$ cat src/rtl/cpu_types_pkg.sv
// Shared pipeline types: hazard sequencer state and per-register control bundles.
package cpu_types_pkg;

  localparam int unsigned RegAddrW = 5;

  // Hazard sequencer state. HALT is only left through reset.
  typedef enum logic [1:0] {
    StRun   = 2'd0,
    StDwait = 2'd1,
    StHalt  = 2'd2
  } hazard_state_t;

  // Write enables for the PC and the four pipeline registers.
  typedef struct packed {
    logic pc;
    logic ifid;
    logic idex;
    logic exmem;
    logic memwb;
  } pipe_wen_t;

  // Bubble inserts; a flush overrides the matching write enable at the register.
  typedef struct packed {
    logic ifid;
    logic idex;
    logic exmem;
  } pipe_flush_t;

endpackage

$ cat src/rtl/sat_counter.sv
// Saturating up-counter with synchronous clear; clear wins over increment.
module sat_counter #(
  parameter int unsigned W = 32
) (
  input  logic         CLK,
  input  logic         nRST,
  input  logic         inc,
  input  logic         clr,
  output logic [W-1:0] cnt
);

  logic [W-1:0] cnt_q, cnt_d;

  // Next count: clear, else increment unless already all-ones.
  always_comb begin
    cnt_d = cnt_q;
    if (clr) begin
      cnt_d = '0;
    end else if (inc && (cnt_q != '1)) begin
      cnt_d = cnt_q + W'(1);
    end
  end

  // Count register.
  always_ff @(posedge CLK or negedge nRST) begin
    if (!nRST) begin
      cnt_q <= '0;
    end else begin
      cnt_q <= cnt_d;
    end
  end

  assign cnt = cnt_q;

endmodule

$ cat src/rtl/pipe_hazard_ctrl.sv
// Pipeline hazard sequencer: derives PC / pipeline-register enables and flushes each
// cycle from cache handshakes, load-use hazards, redirects and halt.
module pipe_hazard_ctrl
  import cpu_types_pkg::*;
#(
  parameter int unsigned CNT_W = 32
) (
  input  logic                CLK,
  input  logic                nRST,
  input  logic                ihit,
  input  logic                dhit,
  input  logic                exmem_MemRead,
  input  logic                exmem_MemWrite,
  input  logic                idex_MemRead,
  input  logic [RegAddrW-1:0] idex_rt,
  input  logic [RegAddrW-1:0] ifid_rs,
  input  logic [RegAddrW-1:0] ifid_rt,
  input  logic                branch_taken,
  input  logic                jump_ex,
  input  logic                halt_wb,
  input  logic                clr_perf,
  output logic                pc_WEN,
  output logic                ifid_WEN,
  output logic                idex_WEN,
  output logic                exmem_WEN,
  output logic                memwb_WEN,
  output logic                ifid_flush,
  output logic                idex_flush,
  output logic                exmem_flush,
  output logic                dmem_wait,
  output logic                halted,
  output logic [CNT_W-1:0]    stall_cnt,
  output logic [CNT_W-1:0]    flush_cnt
);

  hazard_state_t state_q, state_d;
  pipe_wen_t     wen;
  pipe_flush_t   flush;
  logic          dpend;
  logic          load_use;
  logic          redirect;
  logic          stall_inc;

  // Data access outstanding in MEM: freeze the whole pipe until dhit.
  assign dpend = (exmem_MemRead | exmem_MemWrite) & ~dhit;

  // Load in EX writes a register the instruction in ID reads ($0 never hazards).
  assign load_use = idex_MemRead & (idex_rt != '0) &
                    ((idex_rt == ifid_rs) | (idex_rt == ifid_rt));

  // State register.
  always_ff @(posedge CLK or negedge nRST) begin
    if (!nRST) begin
      state_q <= StRun;
    end else begin
      state_q <= state_d;
    end
  end

  // Next state: halt is sticky, otherwise track whether a data access is pending.
  always_comb begin
    state_d = state_q;
    unique case (state_q)
      StRun, StDwait: begin
        if (halt_wb) begin
          state_d = StHalt;
        end else if (dpend) begin
          state_d = StDwait;
        end else begin
          state_d = StRun;
        end
      end
      StHalt:  state_d = StHalt;
      default: state_d = StRun;
    endcase
  end

  // Control outputs: first matching rule wins; redirects beat load-use and fetch miss.
  always_comb begin
    wen      = '1;
    flush    = '0;
    redirect = 1'b0;
    if ((state_q == StHalt) || halt_wb || dpend) begin
      wen = '0;
    end else if (branch_taken) begin
      flush    = '{ifid: 1'b1, idex: 1'b1, exmem: 1'b1};
      redirect = 1'b1;
    end else if (jump_ex) begin
      flush.ifid = 1'b1;
      flush.idex = 1'b1;
      redirect   = 1'b1;
    end else if (load_use) begin
      wen.pc     = 1'b0;
      wen.ifid   = 1'b0;
      flush.idex = 1'b1;
    end else if (!ihit) begin
      wen.pc     = 1'b0;
      flush.ifid = 1'b1;
    end
  end

  assign pc_WEN      = wen.pc;
  assign ifid_WEN    = wen.ifid;
  assign idex_WEN    = wen.idex;
  assign exmem_WEN   = wen.exmem;
  assign memwb_WEN   = wen.memwb;
  assign ifid_flush  = flush.ifid;
  assign idex_flush  = flush.idex;
  assign exmem_flush = flush.exmem;

  assign dmem_wait = (state_q == StDwait);
  assign halted    = (state_q == StHalt);

  // A held PC while halted is not a stall.
  assign stall_inc = ~wen.pc & (state_q != StHalt);

  sat_counter #(
    .W (CNT_W)
  ) u_stall_cnt (
    .CLK  (CLK),
    .nRST (nRST),
    .inc  (stall_inc),
    .clr  (clr_perf),
    .cnt  (stall_cnt)
  );

  sat_counter #(
    .W (CNT_W)
  ) u_flush_cnt (
    .CLK  (CLK),
    .nRST (nRST),
    .inc  (redirect),
    .clr  (clr_perf),
    .cnt  (flush_cnt)
  );

endmodule

$ cat config.mk
export PLATFORM = sky130hd
export DESIGN_NAME = pipe_hazard_ctrl
export DESIGN_NICKNAME = d
export VERILOG_FILES = /design/src/rtl/cpu_types_pkg.sv /design/src/rtl/sat_counter.sv /design/src/rtl/pipe_hazard_ctrl.sv
export SDC_FILE = /design/constraint.sdc
export NUM_CORES = 1
export LEC_CHECK = 0
export ABC_AREA = 1
export CAP_MARGIN = 20
export CORE_MARGIN = 2
export CORE_UTILIZATION = 58
export DETAILED_ROUTE_END_ITERATION = 16
export DONT_BUFFER_PORTS = 1
export PLACE_DENSITY = 0.79
export SLEW_MARGIN = 0
export SYNTH_ARGS = -nofsm -noshare
export SYNTH_HDL_FRONTEND = slang
export SYNTH_SLANG_ARGS = --single-unit
$ cat constraint.sdc
create_clock -name CLK -period 1.6 [get_ports CLK]
set_input_delay 0.24 -clock CLK [delete_from_list [all_inputs] [get_ports CLK]]
set_output_delay 0.24 -clock CLK [all_outputs]
set_load 0.02 [all_outputs]
Yosys cells after proc, flatten, opt, wreduce, memory -nomap -nowiden:

Cells that the tools add are included.

* register bits: 66
* bits of input ports: 26
* output and inout port bits: 74
* word-level logic and storage cells: 53

* $add $sub $neg: 2
* equality and inequality tests: 7
* muxes and demuxes: 24
* bitwise gates (word level): 8
* reductions and logical operators: 9

Operators with widths (number)
* $mux W32: 4
* $add A32 B1 Y32 const B: 2
* $ne A32 B32 Y1 const B: 2
* $mux W2: 6
* $mux W1: 11
* $eq A5 B5 Y1: 2
* $mux W3: 2
* $reduce_bool A5 Y1: 1
* $and A1 B1 Y1: 4
* $pmux W2 S2: 1
* $reduce_bool A2 Y1: 2
* $eq A2 B1 Y1 const B: 1
* $eq A2 B2 Y1 const B: 1
* $logic_and A1 B1 Y1: 2
* $logic_not A2 Y1: 1
* $logic_or A1 B1 Y1: 2
* $ne A2 B2 Y1 const B: 1
* $not A1 Y1: 2
* $or A1 B1 Y1: 2
* $reduce_or A2 Y1: 1

Depth between registers and ports, before layout:

* word-level depth: 12
* gate-level depth with buffers: 12
* mapped depth without buffers: 12

By module:

Synthesis repeated with hierarchy kept, for this count alone.

* cells, all modules: 767
* area, all modules: 4879.7 sq um

Modules (own cells, without submodules)
* sat_counter: instances 2, cells each 345, area an instance 2243.4 sq um, sequential area each 800.8 sq um
* pipe_hazard_ctrl: instances 1, cells each 77, area an instance 392.9 sq um, sequential area each 50.0 sq um

Worst setup path after synthesis:

Ideal clock, no wire load.

* kind: register to register
* from: reg u_stall_cnt.cnt_q[0] (netlist: u_stall_cnt.cnt[0])
* to: reg u_stall_cnt.cnt_q[3] (netlist: u_stall_cnt.cnt[3])
* arrival: 1.675 ns
* data required time: 1.481 ns
* setup slack: -0.194 ns
* cell stages (with the launch flop): 12
* period minus slack after synthesis: 1.794 ns
* cells stage by stage: dfrtp_1 > ha_1 > nand2_1 > nor2_2 > nand3_1 > nor2_1 > nand4_1 > nand2_1 > inv_2 > buf_2 > nand4_1 > nand2_1

* longest elaborated chain between the ends: 3

RTL lines
* start: declaration: line sat_counter.sv:12 `logic [W-1:0] cnt_q, cnt_d;`
* start signal: assignment: line sat_counter.sv:29 `cnt_q <= cnt_d;`
* $add A32 B1 Y32 / $ne A32 B32 Y1 (equally long branches): line sat_counter.sv:20, sat_counter.sv:19
* $mux W32 / $logic_and A1 B1 Y1 (equally long branches): line sat_counter.sv:19 `end else if (inc && (cnt_q != '1)) begin`
* $mux W32 / $reduce_bool A2 Y1 (equally long branches)

Several ways; a longest one is shown, not always the timed one. The select of a mux whose other input is x is not followed.
A chain may end at the register's enable or synchronous reset.

Worst setup path after layout:

* from: reg u_flush_cnt.cnt_q[1] (netlist: u_flush_cnt.cnt[1])
* to: reg u_flush_cnt.cnt_q[22] (netlist: u_flush_cnt.cnt[22])

* longest elaborated chain between the ends: 3

RTL lines (line)
* start: declaration: sat_counter.sv:12
* start signal: assignment: sat_counter.sv:29
* $add A32 B1 Y32 / $ne A32 B32 Y1 (equally long branches): sat_counter.sv:20, sat_counter.sv:19
* $mux W32 / $logic_and A1 B1 Y1 (equally long branches): sat_counter.sv:19
* $mux W32 / $reduce_bool A2 Y1 (equally long branches)

Several ways; a longest one is shown, not always the timed one. The select of a mux whose other input is x is not followed.

==> results.md <==
- Outcome: finished with violations
- Violated checks: negative hold slack, negative setup slack
- Design Power: 5040 uW
- Static Leak: 0.00352 uW
- Final core utilization: 0.861
- Number of synthesized flops with an enable pin: 0
- WP data arrival: 2.09 ns
- R2R depth: 12
- # IOs: 100
- Die height: 95.1 um
- Syn_area_per_cell: 6.43 sq um
- Die width: 95.1 um
- Max-Cap Viols: 0
- Sequential area share after synthesis: 0.343
- WL final: 19.0 mm
- YS warnings: 0
- Worst vdd ir: 0.723 mV
- Final Hold Vio Count: 66
- Gr ovfl total: 0
- Async S/R FF share, synth: 1.00
- Synth top area share: 0.343
- WS Path Type: reg2reg
- Fmax: 544 MHz
- Crit. End Element: flip-flop
- Post-synth top cells: nand2_1, inv_1, nor2_1
- Synth Register Bits: 66
- Starting Density: 0.591
- # nets final: 953
- Setup WS pre-CTS: -0.242 ns
- Yosys cell types: 28
- Clock Skew: 0.0160 ns
- CTS Sinks: 66
- Mapped Cells: 748
- Syn_nets: 776
- ANT nets after route: 0
- Die area: 9030 sq um
- Via count: 6208
- Detail Placement HPWL: 11.7 mm
- Final hold slack: -0.431 ns
- Root Buffer: clkbuf_8
- CTS Buf Count: 9
- Tot GR Track Use: 0.400
- Area Growth Syn to Fin: 45.6%
- Fin crit share: 1.15
- Setup ws final: -0.238 ns
- Initial antenna violation count: 0
- Clock Latency Late Sink: 0.37 ns
- Fill cell total of the finished layout: 444
- Routed vias/inst: 6.00
- First-pass GRT wire length: 28.0 mm
- 1st-iter DRT viols: 757
- IO buf count: 0
- Hold_buf cts: 2
- Worst r2r src: u_flush_cnt.cnt[1]
- Pwr/cell area: 720 nW/um^2
- Syn Std Cell Area: 4810 sq um
- Worst endpoint required time: 1.85 ns
- Most area-consuming cells after synthesis: dfrtp_1, nand2_1, inv_1, nor2_1, nand3_1
- Vias in the first global route: 5873
- Minimum clock period: 1.84 ns
- Least-Margin Pin Slew: 0.435 ns
- Count leader, synth: nand2_1
- Core box area: 8130 sq um
- Hold/Removal Path Class: in2async
- Finished Layout Cells: 1035
- Reg2reg end: u_flush_cnt.cnt[22]
- Top_reg_cell synth: dfrtp_1
- Reg-to-reg slack, setup: -0.24 ns
- Setup violators final: 67
- Buffer depth of the longest clock path: 2
- Crit path max fanout: 17
- DR WL/cell: 18.3 um
- Reg clk slew, reported paths: 0.08 ns
- Crit path launch type: flip-flop
- Relative slew margins: 0.710
- RSZ-0062 raised after global routing: yes
- Dpl cells: 976
- CTS tree: built
- Rows: 33
- Drt first pass iters: 7
- Largest net degree at the start of global routing: 67
- Pins over their slew limit: 0
- Routability cong.: 1.01
- Layout cell share with drive strength beyond 1: 0.328
- Largest area contributor in the netlist: dfrtp_1
- # diodes: 0
- CTS H-tree lvls: 3
- # DRC: 0
[power breakdown]
part           total [uW]  internal (uW)  switching [uW]  leakage [uW]
Sequential           1740           1710            34.7      0.000903
Combinational        1850            862             989       0.00252
Clock                1450            760             691     0.0000974
Total                5040           3330            1710       0.00352
[cell type report]
type / instances / area, sq um / area share
clock buffer: 13 / 149 / 0.0213
timing repair buffer: 193 / 1670 / 0.239
sequential: 66 / 1660 / 0.238
tap: 105 / 131 / 0.0188
inverter: 108 / 415 / 0.0593
multi-input combinational: 547 / 2930 / 0.418
clock inverter: 3 / 40.0 / 0.00572
[layer usage]
metal  wire length (um)  track usage  vias up
met5                  0            0        -
met4               1080        0.199        0
met3               2350        0.123      134
met2               8490        0.635      524
met1               7060        0.494     2805
li1                   -            -     2745
[state kept, by name (all words and copies together) (netlist names)]
register and cells:
u_flush_cnt.cnt 32, state_q 2, u_stall_cnt.cnt 32
[worst max-delay path by stage]
stage                        from             endpoint  slack, ns
2_1_floorplan  u_flush_cnt.cnt[0]   u_flush_cnt.cnt[0]     -0.003
3_3_place_gp   u_flush_cnt.cnt[0]  u_flush_cnt.cnt[21]      -0.08
3_5_place_dp   u_flush_cnt.cnt[0]  u_flush_cnt.cnt[21]      -0.24
4_1_cts        u_flush_cnt.cnt[1]  u_flush_cnt.cnt[21]      -0.14
5_1_grt        u_flush_cnt.cnt[1]  u_flush_cnt.cnt[22]      -0.33
6_report       u_flush_cnt.cnt[1]  u_flush_cnt.cnt[22]      -0.24
[cell families (layout without fill, tap and decap cells)]
kind of cell | Yosys count | after routing | synth area share
DFF | 66 | 66 | 0.343
adders and majority gates | 2 | 2 | 0.00520
AOI/OAI and AO/OA | 37 | 37 | 0.0406
and+or+nand+nor | 480 | 480 | 0.441
buffers and inverters | 135 | 317 | 0.119
xor gates and xnor gates | 28 | 28 | 0.0510
[through the flow]
stage / hold WS, ns / TNS (ns) / area (sq um)
5_1_grt: -0.442 / -15.40 / 7000
2_1_floorplan: -0.0556 / -0.00274 / 4850
6_report: -0.431 / -10.37 / 7000
3_5_place_dp: -0.0536 / -3.54 / 6010
3_3_place_gp: -0.0543 / -0.950 / 6010
4_1_cts: -0.426 / -2.92 / 6790
[cell usage in the layout (no fill, tap or decap), drive strengths merged]
cell type    netlist  routed
a21oi              9       9
buf               17     191
bufinv             0       1
clkbuf            10      13
clkinv             0       2
dfrtp             66      66
dlygate4sd3        0       2
ha                 2       2
inv              108     108
nand2            225     225
nand3             68      68
nand4             50      50
nor2             102     102
nor3              32      32
nor3b              1       1
nor4               1       1
o21ai             24      24
o21bai             1       1
o31ai              3       3
or2                1       1
xnor2             11      11
xor2              17      17
[critical path, stage by stage (launching register included)]
cell     delay, ns
dfrtp_2       0.40
ha_4          0.15
inv_2         0.04
nor3_2        0.18
nand2_1       0.11
nor2_2        0.15
nand2_2       0.08
nand2_4       0.16
inv_4         0.12
nand3_1       0.14
nand2_1       0.09
nand2_1       0.06
nor2_1        0.04
[repair_timing]
item,4_1_cts,5_1_grt
pin swaps,53,37
setup buffers,32,8
resized for setup,70,56
setup endpoints to repair,68,70
endpoints found under the hold margin,71,66
gates cloned,3,0
Note: power is estimated with default switching activity, not from simulation.
